**src/rtl/sample_window_buffer.sv**
```systemverilog
// Sliding window of INPUT_NUM serial samples, emitted as one flat word every
// STRIDE accepted samples once the window has filled.
module sample_window_slot #(
  parameter int W = 8
) (
  input  logic         clk,
  input  logic         rst_n,
  input  logic         clr,
  input  logic         shift,
  input  logic [W-1:0] d,
  output logic [W-1:0] q
);
  always_ff @(posedge clk or negedge rst_n) begin
    if (!rst_n)     q <= '0;
    else if (clr)   q <= '0;
    else if (shift) q <= d;
  end
endmodule

module sample_window_buffer #(
  parameter int INPUT_NUM   = 8,
  parameter int INPUT_WIDTH = 8,
  parameter int STRIDE      = 1,
  parameter int FILL_WIDTH  = $clog2(INPUT_NUM+1)
) (
  input  logic                             clk,
  input  logic                             rst_n,
  input  logic                             clr,
  input  logic                             in_vld,
  input  logic [INPUT_WIDTH-1:0]           in_dat,
  output logic                             out_vld,
  output logic [INPUT_NUM*INPUT_WIDTH-1:0] out_dat,
  output logic [FILL_WIDTH-1:0]            fill_lvl
);
  localparam int CNT_W = $clog2(STRIDE+1);
  localparam logic [FILL_WIDTH-1:0] FULL      = FILL_WIDTH'(INPUT_NUM);
  localparam logic [CNT_W-1:0]      STRIDE_M1 = CNT_W'(STRIDE-1);

  if ((STRIDE < 1) || (STRIDE > INPUT_NUM) || (INPUT_NUM < 2) ||
      ((INPUT_NUM & (INPUT_NUM-1)) != 0)) begin : g_bad_cfg
    $error("sample_window_buffer: bad INPUT_NUM/STRIDE configuration");
  end

  logic [INPUT_NUM-1:0][INPUT_WIDTH-1:0] win, win_nxt;
  logic                                  accept, emit;
  logic [CNT_W-1:0]                      cnt, cnt_nxt;

  assign accept  = in_vld & ~clr;
  // slot 0 takes the new sample; everything else moves one slot older
  assign win_nxt = {win[INPUT_NUM-2:0], in_dat};

  for (genvar k = 0; k < INPUT_NUM; k++) begin : g_slot
    sample_window_slot #(.W(INPUT_WIDTH)) u_slot (
      .clk   (clk),
      .rst_n (rst_n),
      .clr   (clr),
      .shift (accept),
      .d     (win_nxt[k]),
      .q     (win[k])
    );
  end

  // First emit is the filling accept; afterwards one every STRIDE accepts.
  always_comb begin
    emit    = 1'b0;
    cnt_nxt = cnt;
    if (accept) begin
      if (fill_lvl == FULL - 1'b1) begin
        emit    = 1'b1;
        cnt_nxt = '0;
      end else if (fill_lvl == FULL) begin
        if (cnt == STRIDE_M1) begin
          emit    = 1'b1;
          cnt_nxt = '0;
        end else begin
          cnt_nxt = cnt + 1'b1;
        end
      end
    end
  end

  always_ff @(posedge clk or negedge rst_n) begin
    if (!rst_n) begin
      out_vld  <= 1'b0;
      out_dat  <= '0;
      fill_lvl <= '0;
      cnt      <= '0;
    end else if (clr) begin
      out_vld  <= 1'b0;
      out_dat  <= '0;
      fill_lvl <= '0;
      cnt      <= '0;
    end else begin
      out_vld <= emit;
      cnt     <= cnt_nxt;
      if (emit) out_dat <= win_nxt;
      if (accept && (fill_lvl != FULL)) fill_lvl <= fill_lvl + 1'b1;
    end
  end
endmodule

```
**config.mk**
```make
export PLATFORM = sky130hd
export DESIGN_NAME = sample_window_buffer
export DESIGN_NICKNAME = d
export VERILOG_FILES = /design/src/rtl/sample_window_buffer.sv
export SDC_FILE = /design/constraint.sdc
export NUM_CORES = 1
export LEC_CHECK = 0
export BUFFER_PORTS_ARGS = -buffer_cell sky130_fd_sc_hd__buf_2
export CAP_MARGIN = 5
export CORE_ASPECT_RATIO = 0.6
export CORE_MARGIN = 4
export CORE_UTILIZATION = 45
export DETAILED_ROUTE_END_ITERATION = 6
export GPL_ROUTABILITY_DRIVEN = 0
export HOLD_SLACK_MARGIN = 0.08
export PLACE_DENSITY = 0.66
export SLEW_MARGIN = 20
export SYNTH_ARGS = -nofsm -noshare
export SYNTH_HDL_FRONTEND = slang
export SYNTH_SLANG_ARGS = --single-unit
```
**constraint.sdc**
```tcl
create_clock -name clk -period 5.55 [get_ports clk]
set_clock_uncertainty 0.05 [all_clocks]
set_input_delay 0.555 -clock clk [delete_from_list [all_inputs] [get_ports clk]]
set_output_delay 0.555 -clock clk [all_outputs]
set_load 0.005 [all_outputs]
```
### Yosys cells after proc, flatten, opt, wreduce, memory -nomap -nowiden

Index checks and enable logic that the tools add are counted.

| cells by class | value |
|---|---|
| add/sub/neg operators | 2 |
| multiply operators | 0 |
| bitwise gates (word level) | 2 |
| shift operators | 0 |
| divide/modulo/power cells | 0 |
| magnitude comparators | 0 |
| muxes and demuxes | 28 |
| equality and inequality tests | 3 |
| reduce and logical (&&, ||, !) cells | 6 |

Operators by type and width:

| operator | number |
|---|---|
| $mux W64 | 2 |
| $mux W8 | 14 |
| $mux W1 | 10 |
| $mux W4 | 2 |
| $reduce_bool A2 Y1 | 3 |
| $add A4 B1 Y4 const B | 1 |
| $eq A4 B3 Y1 const B | 1 |
| $eq A4 B4 Y1 const B | 1 |
| $ne A4 B4 Y1 const B | 1 |
| $reduce_bool A3 Y1 | 1 |
| $reduce_and A2 Y1 | 1 |
| $add A1 B1 Y1 const B | 1 |
| $and A1 B1 Y1 | 1 |
| $logic_and A1 B1 Y1 | 1 |
| $not A1 Y1 | 1 |

| word-level totals | value |
|---|---|
| memory bits (writable) | 0 |
| bits in latches | 0 |
| word-level logic and storage cells | 52 |
| output and inout bits | 69 |
| register bits | 126 |
| memory bits (read-only) | 0 |
| memories | 0 |

### Logic depth before layout (Yosys ltp)

Gate-level depths: netlist of the first run.

| logic depth | value |
|---|---|
| word-level depth | 6 |
| depth in mapped cells | 7 |
| mapped depth without buffers | 5 |

### Hierarchy

A second synthesis of the first run with hierarchy kept.

| unflattened totals | value |
|---|---|
| cell total of the unflattened synthesis | 417 |
| area, all modules | 5606.6 um^2 |

Modules (own cells, without submodules):

| module | area each (um^2) | cells each | times used |
|---|---|---|---|
| sample_window_buffer | 3329.4 | 235 | 1 |
| sample_window_slot | 325.3 | 26 | 7 |

### Worst setup path before layout of the first run

OpenSTA, ideal clock, no wires.

| timing | value |
|---|---|
| path kind | input-to-reg |
| from | input in_vld |
| to | register out_dat[0] |
| setup time | 0.127 ns |
| arrival | 1.624 ns |
| cell stages on the path | 6 |
| data required time | 5.373 ns |
| path slack | 3.749 ns |
| path buffers | 3 |
| path through | clkbuf_1 inv_1 a211oi_2 buf_4 buf_6 mux2_1 |

| between the ends | value |
|---|---|
| word-level cells in the longest chain between the ends | 3 |

RTL lines:

| what | line | RTL |
|---|---|---|
| from (decl) | 29 | `input logic in_vld,` |
| $and A1 B1 Y1 | 48 | `assign accept = in_vld & ~clr;` |
| $mux W1 | 67 | `if (accept) begin` |
| $reduce_bool A2 Y1 (no source line) | -- |  |
| to (signal assigned) | 96 | `if (emit) out_dat <= win_nxt;` |
| to (decl) | 32 | `output logic [INPUT_NUM*INPUT_WIDTH-1:0] out_dat,` |

Every way passes these cells.
A chain may end at the register's enable or synchronous reset.

### Final worst setup path of the first run

| timing | value |
|---|---|
| from | input in_vld |
| to | register out_dat[42] |

The elaborated chain is that of the path after synthesis.

==> flow_summary.ini, run 1 <==
[setup_path]
cp-start-kind = input pin
arrival_ps = 2650
cp.required_ps = 5790
path_class = in2reg
worst_setup_path_end_kind = flip-flop
crit_fanout = 61

[die]
pin_count = 81
start_util = 0.4660
num_rows = 30
chipWidth_um = 148.3
die_y_um = 92.21
die_area_um2 = 13680
coreArea_um2 = 11410

[flow_run]
cap_violations = 0

[synth]
synth_compound_area_frac = 0.007059
synth.distinct_cells = 23
synth_xor_area_frac = 0.001647
synth.area.mux_share = 0.2409
synth_area_per_cell_um2 = 12.81
ys.flop_type = dfrtp_1
synth_top_area_frac = 0.5882
synth_edf_count = 0
async_flop_share = 1.000
synth-simple-area-share = 0.1256
yosys-top-cells-count = dfrtp_1, nor2b_1, nor2_1
synth_top_family_by_area = multiplexers
ys_top_cells_by_area = dfrtp_1, mux2i_1, mux2_1, nor2b_1, nor2_1
yosys.cell_count.top_type = dfrtp_1
ys_seq_elements = 125
syn_nets = 429
synth_warnings = 0
syn-cell-area_um2 = 5318
seq_area_frac_synth = 0.5882
yosysTopAreaCell = dfrtp_1
synthAdderAreaFrac = 0.004706
syn_inst = 415

[clock_tree]
cts.sinks = 125
cts_hold_buf = 1
clk_pin_slew_worst_paths_ps = 50
cts_root_buf = clkbuf_16
clk_latency_ps = 400
post_cts_buffers = 0
tritoncts = done
cts_made_buffers = 17
htree_levels = 4
cts.repair.resized = 0
cts_buffer_depth = 2

[power]
p_leak_uw = 0.003478
power_density_nw_per_um2 = 319.3
ir_drop_v = 0.0002056

[routing]
postRouteAntennaNets = 0
via_per_inst = 4.920
drtIter0Drc = 134
drt-wirelength-per-cell_um = 16.20
firstDrtPassIters = 5
wl_met1_mm = 5.577
wl_met3_um = 685
wl_mm = 10.74
drc = 0
vias = 3262
wl_met2_mm = 4.393
highest_layer = met4

[grt]
grt_use_total = 0.1670
overflow = 0
grt_antenna_before_repair = 0
grt_max_degree = 82
grt_pass1_vias = 3287
grt_first_pass_wirelength_mm = 17.68

[sta]
max-slew-margin-rel = 0.3094
finalSetupViolations = 0
drv_slew = 0
period_share = 0.4353
tightest_slew_ps = 1036
tns_ps = 0
rsz0062_at_grt = false
hold_viol_final = 0
max_freq_ghz = 0.4139
fin_ws_ps = 3134
min_period_ps = 2416

[cells_and_area]
seqCellArea_um2 = 3128
num-nets-final = 505
fill_cells = 978
drive_above_1_share = 0.2525
n_antenna_cell = 0
area.growth.synth_to_final_pct = 19.76
multi_input_comb_area_um2 = 2028

[placed_design]
place_ws_ps = 2708
hpwl_mm = 6.749
portBuffers = 80

[outcome]
status = completed

[min_path]
hold_path_class = in2reg
where the power goes:
group          switching, µW  internal (µW)
clock                    368            663
combinational           51.7           21.2
sequential              8.65            920
total                    428           1610
per-layer routing:
metal / up-vias / global-route usage
li1: 1529 / -
met1: 1643 / 0.2559
met2: 81 / 0.2178
met3: 9 / 0.06469
met4: 0 / 0.04381
met5: - / 0
through the flow:
stage          instance area [µm²]  hold WS (ps)  total power (µW)  utilization  std cells
2_1_floorplan                 5318         209.4             982.4            -        415
3_3_place_gp                  5809         421.1              1016       0.5091        631
3_5_place_dp                  5809         435.1              1018       0.5091        631
4_1_cts                       6369         329.1              2054       0.5581        663
5_1_grt                       6369         331.7              2115       0.5581        663
6_report                      6369         340.3              2033       0.5581        663
critical path: stages:
cell and delay, ps:
buf_4 720, inv_1 230, a211oi_4 230, buf_4 460, mux2_2 390
placed cells by master (no fill, tap or decap), types with 2 or more instances in the layout:
| cell type | instances |
|---|---|
| a21oi_1 | 3 |
| buf_2 | 77 |
| ha_1 | 2 |
| clkinv_2 | 7 |
| dfrtp_1 | 125 |
| inv_1 | 3 |
| nand3b_1 | 2 |
| nand3_1 | 2 |
| buf_4 | 6 |
| nand2_1 | 2 |
| nor2_1 | 57 |
| mux2_2 | 15 |
| nor2b_1 | 64 |
| mux2i_1 | 56 |
| clkbuf_1 | 4 |
| clkbuf_16 | 17 |
| mux2_1 | 49 |
| o21ai_0 | 2 |
| bufinv_16 | 2 |
flip-flops by register name, indices dropped and copies added (netlist names):
signal	flops
fill_lvl	4
g_slot.u_slot.q	56
out_dat	64
out_vld	1
worst paths after layout:
path,startpoint,end,slack (ps),depth (start not counted)
max,in_vld,out_dat[42],3130,5
min,in_dat[2],out_dat[2],340,2
max reg2reg,fill_lvl[0],out_dat[42],3380,6
min reg2reg,g_slot[6].u_slot.q[5],out_dat[61],440,1
max in group asynchronous,rst_n,out_dat[51],3550,3
min in group asynchronous,rst_n,g_slot[4].u_slot.q[7],610,2
final cells by class:
class                   instances  area share
clock inverters                 9     0.01493
inverters                       3    0.001768
flip-flops and latches        125      0.4912
repair buffers                 85     0.07092
multi-input cells             259      0.3185
clock buffers                  22     0.07132
well taps                     160     0.03143
logic make-up (layout without fill, tap and decap cells):
| family | Yosys count | in the layout |
|---|---|---|
| xor gates and xnor gates | 1 | 1 |
| AOI/OAI and AO/OA | 6 | 6 |
| adders and majority gates | 2 | 2 |
| DFF | 125 | 125 |
| muxes | 120 | 120 |
| buffers and inverters | 31 | 119 |
| and+or+nand+nor | 130 | 130 |
(Power assumes the default switching activity.)
==> inputs of run 2 (changes only) <==
==> constraint.sdc (replaced) <==
create_clock -name clk -period 2.4 [get_ports clk]
set_clock_uncertainty 0.05 [all_clocks]
set_input_delay 0.24 -clock clk [delete_from_list [all_inputs] [get_ports clk]]
set_output_delay 0.24 -clock clk [all_outputs]
set_load 0.005 [all_outputs]
==> run 2 against run 1 <==
Wire length up 0.65%. Via count up 1.1%. Hold slack worse by 130 ps. Register-to-register slack worse by 3100 ps. Non-clock buffer count up 10. Combinational power rose to 2.6 times the previous value. Design area up 2.9%. Setup slack worse by 2900 ps. Clock-buffer cell count up 4. Largest power group unchanged.
==> flow_summary.ini, run 2 (synthesis gave the netlist of run 1 again) <==
[placed_design]
hpwl_mm = 6.578
portBuffers = 80
place_ws_ps = 303.6

[setup_path]
path_class = reg2reg
arrival_ps = 2390
path_delay_family = buffers and inverters
worstRegToRegCells = 6
cp-start-kind = flip-flop
crit_buf_inv = 2
worst_path_max_delay_cell = dfrtp_1
cp.required_ps = 2630
crit_cells = 6
worst_setup_path_end_kind = flip-flop
worstPathCellList = inv_1, ha_1, nand3b_1, a211oi_4, buf_12, mux2_1
crit_fanout = 55
cpPeakStageDelay_ps = 420

[clock_tree]
post_cts_buffers = 0
cts_made_buffers = 17
cts_hold_buf = 9
cts.sinks = 125
cts.repair.resized = 0
cts_buffer_depth = 2
clk_pin_slew_worst_paths_ps = 60
clk_latency_ps = 410
cts_root_buf = clkbuf_16
htree_levels = 4
tritoncts = done

[sta]
hold_ws_ps = 213.5
rsz0062_at_grt = false
finalSetupViolations = 0
tns_ps = 0
drv_slew = 0
period_share = 0.8990
tightest_slew_ps = 563.3
min_period_ps = 2158
max-slew-margin-rel = 0.6245
hold_viol_final = 0
fin_ws_ps = 242.4
max_freq_ghz = 0.4635

[power]
power_frac_comb = 0.039
p_leak_uw = 0.003555
internal-power_uw = 3828
ir_drop_v = 0.0005362
pwr-share-clk = 0.517
p_switching_uw = 1012
power_density_nw_per_um2 = 738.2
sequentialPowerShare = 0.444
switching_share = 0.2091

[min_path]
hold_path_class = in2reg
hold_depth = 3

[die]
pin_count = 81
num_rows = 30
coreArea_um2 = 11410
start_util = 0.4660
die_y_um = 92.21
die_area_um2 = 13680
chipWidth_um = 148.3

[grt]
grt_use_total = 0.1724
grt_max_degree = 125
grt_antenna_before_repair = 0
grt_first_pass_wirelength_mm = 18.33
overflow = 0
grt_pass1_vias = 3408

[routing]
via_per_inst = 4.899
wl_mm = 10.81
drc = 0
vias = 3297
drt-wirelength-per-cell_um = 16.06
drtIter0Drc = 179
firstDrtPassIters = 4
postRouteAntennaNets = 0

[cells_and_area]
final_cell_mix = dfrtp_1, buf_2, nor2b_1
drive_above_1_share = 0.2573
seqCellArea_um2 = 3128
largest-register = out_dat
final_common_cell = dfrtp_1
largest_reg_flops = 64
num-nets-final = 515
fill_cells = 974
reg.largest.list = out_dat x64, g_slot.u_slot.q x56, fill_lvl x4
n_antenna_cell = 0
multi_input_comb_area_um2 = 2028
area.growth.synth_to_final_pct = 23.29

[flow_run]
cap_violations = 0

[outcome]
status = completed
-- run 2: changes by cell type in the layout (fill, tap and decap cells not counted) --
cell / change
clkinvlp_4: +1
dlygate4sd3_1: +8
clkbuf_1: -3
clkbuf_8: +7
clkinv_2: -4
buf_4: -2
bufinv_16: -1
buf_12: +4
-- run 2: power by group through the flow --
stage          Sequential (µW)  Clock [µW]  Combinational, µW
6_report                  2150        2500                188
2_1_floorplan             2180           0               95.9
3_5_place_dp              2180           0                182
5_1_grt                   2150        2670                212
3_3_place_gp              2180           0                176
4_1_cts                   2150        2550                194
-- run 2: layer usage --
layer / vias up / track usage / wire (µm) / part of all wire
li1: 1560 / - / - / -
met1: 1632 / 0.2567 / 5574 / 0.52
met2: 89 / 0.2330 / 4381 / 0.41
met3: 16 / 0.05383 / 712 / 0.066
met4: 0 / 0.06687 / 143 / 0.013
met5: - / 0 / 0 / 0
-- run 2: area by class of cell --
| class | instances | area share |
|---|---|---|
| repair buffers | 95 | 0.09103 |
| flip-flops and latches | 125 | 0.4771 |
| inverters | 3 | 0.001718 |
| well taps | 160 | 0.03053 |
| clock inverters | 5 | 0.008015 |
| multi-input cells | 259 | 0.3094 |
| clock buffers | 26 | 0.08225 |
-- run 2: worst min-delay path, stage by stage --
cell and delay (ps):
buf_4 120, a211oi_4 60, buf_4 190
-- run 2: path summary, 6_finish.rpt --
path | from | endpoint | slack [ps]
max | fill_lvl[0] | out_dat[2] | 240
min | clr | out_vld | 210
max reg2reg | fill_lvl[0] | out_dat[2] | 240
min reg2reg | g_slot[6].u_slot.q[5] | out_dat[61] | 440
max in group asynchronous | rst_n | g_slot[6].u_slot.q[0] | 1270
min in group asynchronous | rst_n | g_slot[4].u_slot.q[7] | 300
-- run 2: per-stage QoR --
stage / area [µm²] / power, µW / cells / utilization
final: 6556 / 4840 / 673 / 0.5746
after global routing: 6556 / 5029 / 673 / 0.5746
after global placement: 5874 / 2358 / 633 / 0.5148
after CTS: 6556 / 4895 / 673 / 0.5746
after floorplan: 5318 / 2272 / 415 / -
after detailed placement: 5874 / 2365 / 633 / 0.5148
==> inputs of run 3 (changes only) <==
--- a/config.mk
+++ b/config.mk
@@ -13,6 +13,7 @@
 export DETAILED_ROUTE_END_ITERATION = 6
 export GPL_ROUTABILITY_DRIVEN = 0
 export HOLD_SLACK_MARGIN = 0.08
+export MAX_ROUTING_LAYER = met4
 export PLACE_DENSITY = 0.66
 export SLEW_MARGIN = 20
 export SYNTH_ARGS = -nofsm -noshare
==> run 3 against run 2 <==
Clock-buffer cell count is the same. Core utilization did not move. Maximum frequency rose by 0.85%. Via count down 0.79%. Hold slack about the same. Final cell count stayed put. Flip-flop and latch count is the same. Wire length about the same. Clock power about the same. Non-clock buffer count unchanged. Critical path depth did not move. Critical path type unchanged. Highest routed layer unchanged.
==> flow_summary.ini, run 3 (synthesis gave the netlist of run 1 again) <==
[outcome]
status = completed

[routing]
firstDrtPassIters = 4
vias = 3271
drc = 0
wl_mm = 10.81
drt-wirelength-per-cell_um = 16.07
postRouteAntennaNets = 0
via_per_inst = 4.860
drtIter0Drc = 165

[sta]
max_freq_ghz = 0.4674
finalSetupViolations = 0
rsz0062_at_grt = false
min_period_ps = 2139
hold_ws_ps = 213.2
tightest_slew_ps = 559.4
max-slew-margin-rel = 0.6271
tns_ps = 0
hold_viol_final = 0
drv_slew = 0
period_share = 0.8914

[grt]
grt_use_total = 0.1777
overflow = 0
grt_max_degree = 125
grt_pass1_vias = 3400
grt_antenna_before_repair = 0
grt_first_pass_wirelength_mm = 18.35

[clock_tree]
cts_made_buffers = 17
cts_root_buf = clkbuf_16
cts_buffer_depth = 2
cts.repair.resized = 0
cts.sinks = 125
clk_pin_slew_worst_paths_ps = 60
clk_latency_ps = 410
htree_levels = 4
post_cts_buffers = 0
tritoncts = done
cts_hold_buf = 9

[power]
internal-power_uw = 3828
sequentialPowerShare = 0.443
pwr-share-clk = 0.518
ir_drop_v = 0.0005359
p_leak_uw = 0.003555
total_power_uw = 4842
switching_share = 0.2094
power_density_nw_per_um2 = 738.5
power_frac_comb = 0.039
p_switching_uw = 1014

[placed_design]
portBuffers = 80
dp_cells = 633
hpwl_mm = 6.578

[die]
die_y_um = 92.21
start_util = 0.4660
num_rows = 30
die_area_um2 = 13680
coreArea_um2 = 11410
pin_count = 81
chipWidth_um = 148.3

[cells_and_area]
area.growth.synth_to_final_pct = 23.29
final_common_cell = dfrtp_1
finalNonFillerCells = 673
fill_cells = 974
num-nets-final = 515
n_antenna_cell = 0
reg.largest.list = out_dat x64, g_slot.u_slot.q x56, fill_lvl x4
largest-register = out_dat
drive_above_1_share = 0.2573
largest_reg_flops = 64
final_cell_mix = dfrtp_1, buf_2, nor2b_1

[setup_path]
cp-start-kind = flip-flop
r2r_start = fill_lvl[0]
r2r-end = out_dat[2]
worst_path_max_delay_cell = dfrtp_1
cpPeakStageDelay_ps = 420
worstRegToRegCells = 6
crit_fanout = 55
cp.required_ps = 2630
path_class = reg2reg
arrival_ps = 2370
ff2ff_setup_slack_ps = 260
worstPathCellList = inv_1, ha_1, nand3b_1, a211oi_4, buf_12, mux2_1
worst_setup_path_end_kind = flip-flop

[min_path]
whs_endpoint = out_vld
hold_depth = 3
min-delay-start = clr
hold_path_class = in2reg

[flow_run]
cap_violations = 0
run 3: cell counts in the layout (fill, tap and decap cells not counted):
No cell type changed its count.
run 3: power by group through the flow:
| stage | clock network, µW | logic [µW] | registers (µW) |
|---|---|---|---|
| global route | 2670 | 211 | 2150 |
| detailed placement | 0 | 182 | 2180 |
| floorplan | 0 | 95.9 | 2180 |
| global placement | 0 | 176 | 2180 |
| CTS | 2550 | 194 | 2150 |
| finish | 2510 | 187 | 2150 |
run 3: layer usage:
| metal | vias up | wire [µm] | global-route usage | share of wire |
|---|---|---|---|---|
| li1 | 1560 | - | - | - |
| met1 | 1625 | 5689 | 0.2576 | 0.53 |
| met2 | 70 | 4429 | 0.2345 | 0.41 |
| met3 | 16 | 553 | 0.05185 | 0.051 |
| met4 | 0 | 141 | 0.06687 | 0.013 |
| met5 | - | 0 | - | 0 |
run 3: worst max path at each step:
stage	startpoint	end	slack, ps	depth (start not counted)
after floorplan	fill_lvl[0]	out_dat[0]	600	7
after global placement	fill_lvl[0]	out_dat[42]	420	6
after detailed placement	fill_lvl[0]	out_dat[17]	300	6
after CTS	fill_lvl[0]	out_dat[17]	280	6
after global routing	fill_lvl[0]	out_dat[57]	150	6
final	fill_lvl[0]	out_dat[2]	260	6
run 3: final cells by class:
class                      instances  area, µm²  area share
multi-input combinational        259       2028      0.3094
clock inverter                     5      52.55    0.008015
inverter                           3      11.26    0.001718
tap                              160      200.2     0.03053
clock buffer                      26      539.3     0.08225
timing repair buffer              95      596.8     0.09103
sequential                       125       3128      0.4771
run 3: per-stage QoR:
step           instance area, µm²    util  setup WS, ps
2_1_floorplan                5318       -         601.4
3_3_place_gp                 5874  0.5148         421.5
3_5_place_dp                 5874  0.5148         303.6
4_1_cts                      6556  0.5746         277.5
5_1_grt                      6556  0.5746         152.5
6_report                     6556  0.5746         260.7
run 3: worst max-delay path, delay by kind of cell (launching register included):
family | cells | cell delay [ps]
buffers and inverters | 2 | 420
DFF | 1 | 420
muxes | 1 | 370
AOI/OAI and AO/OA | 1 | 330
adders and majority gates | 1 | 180
and+or+nand+nor | 1 | 180
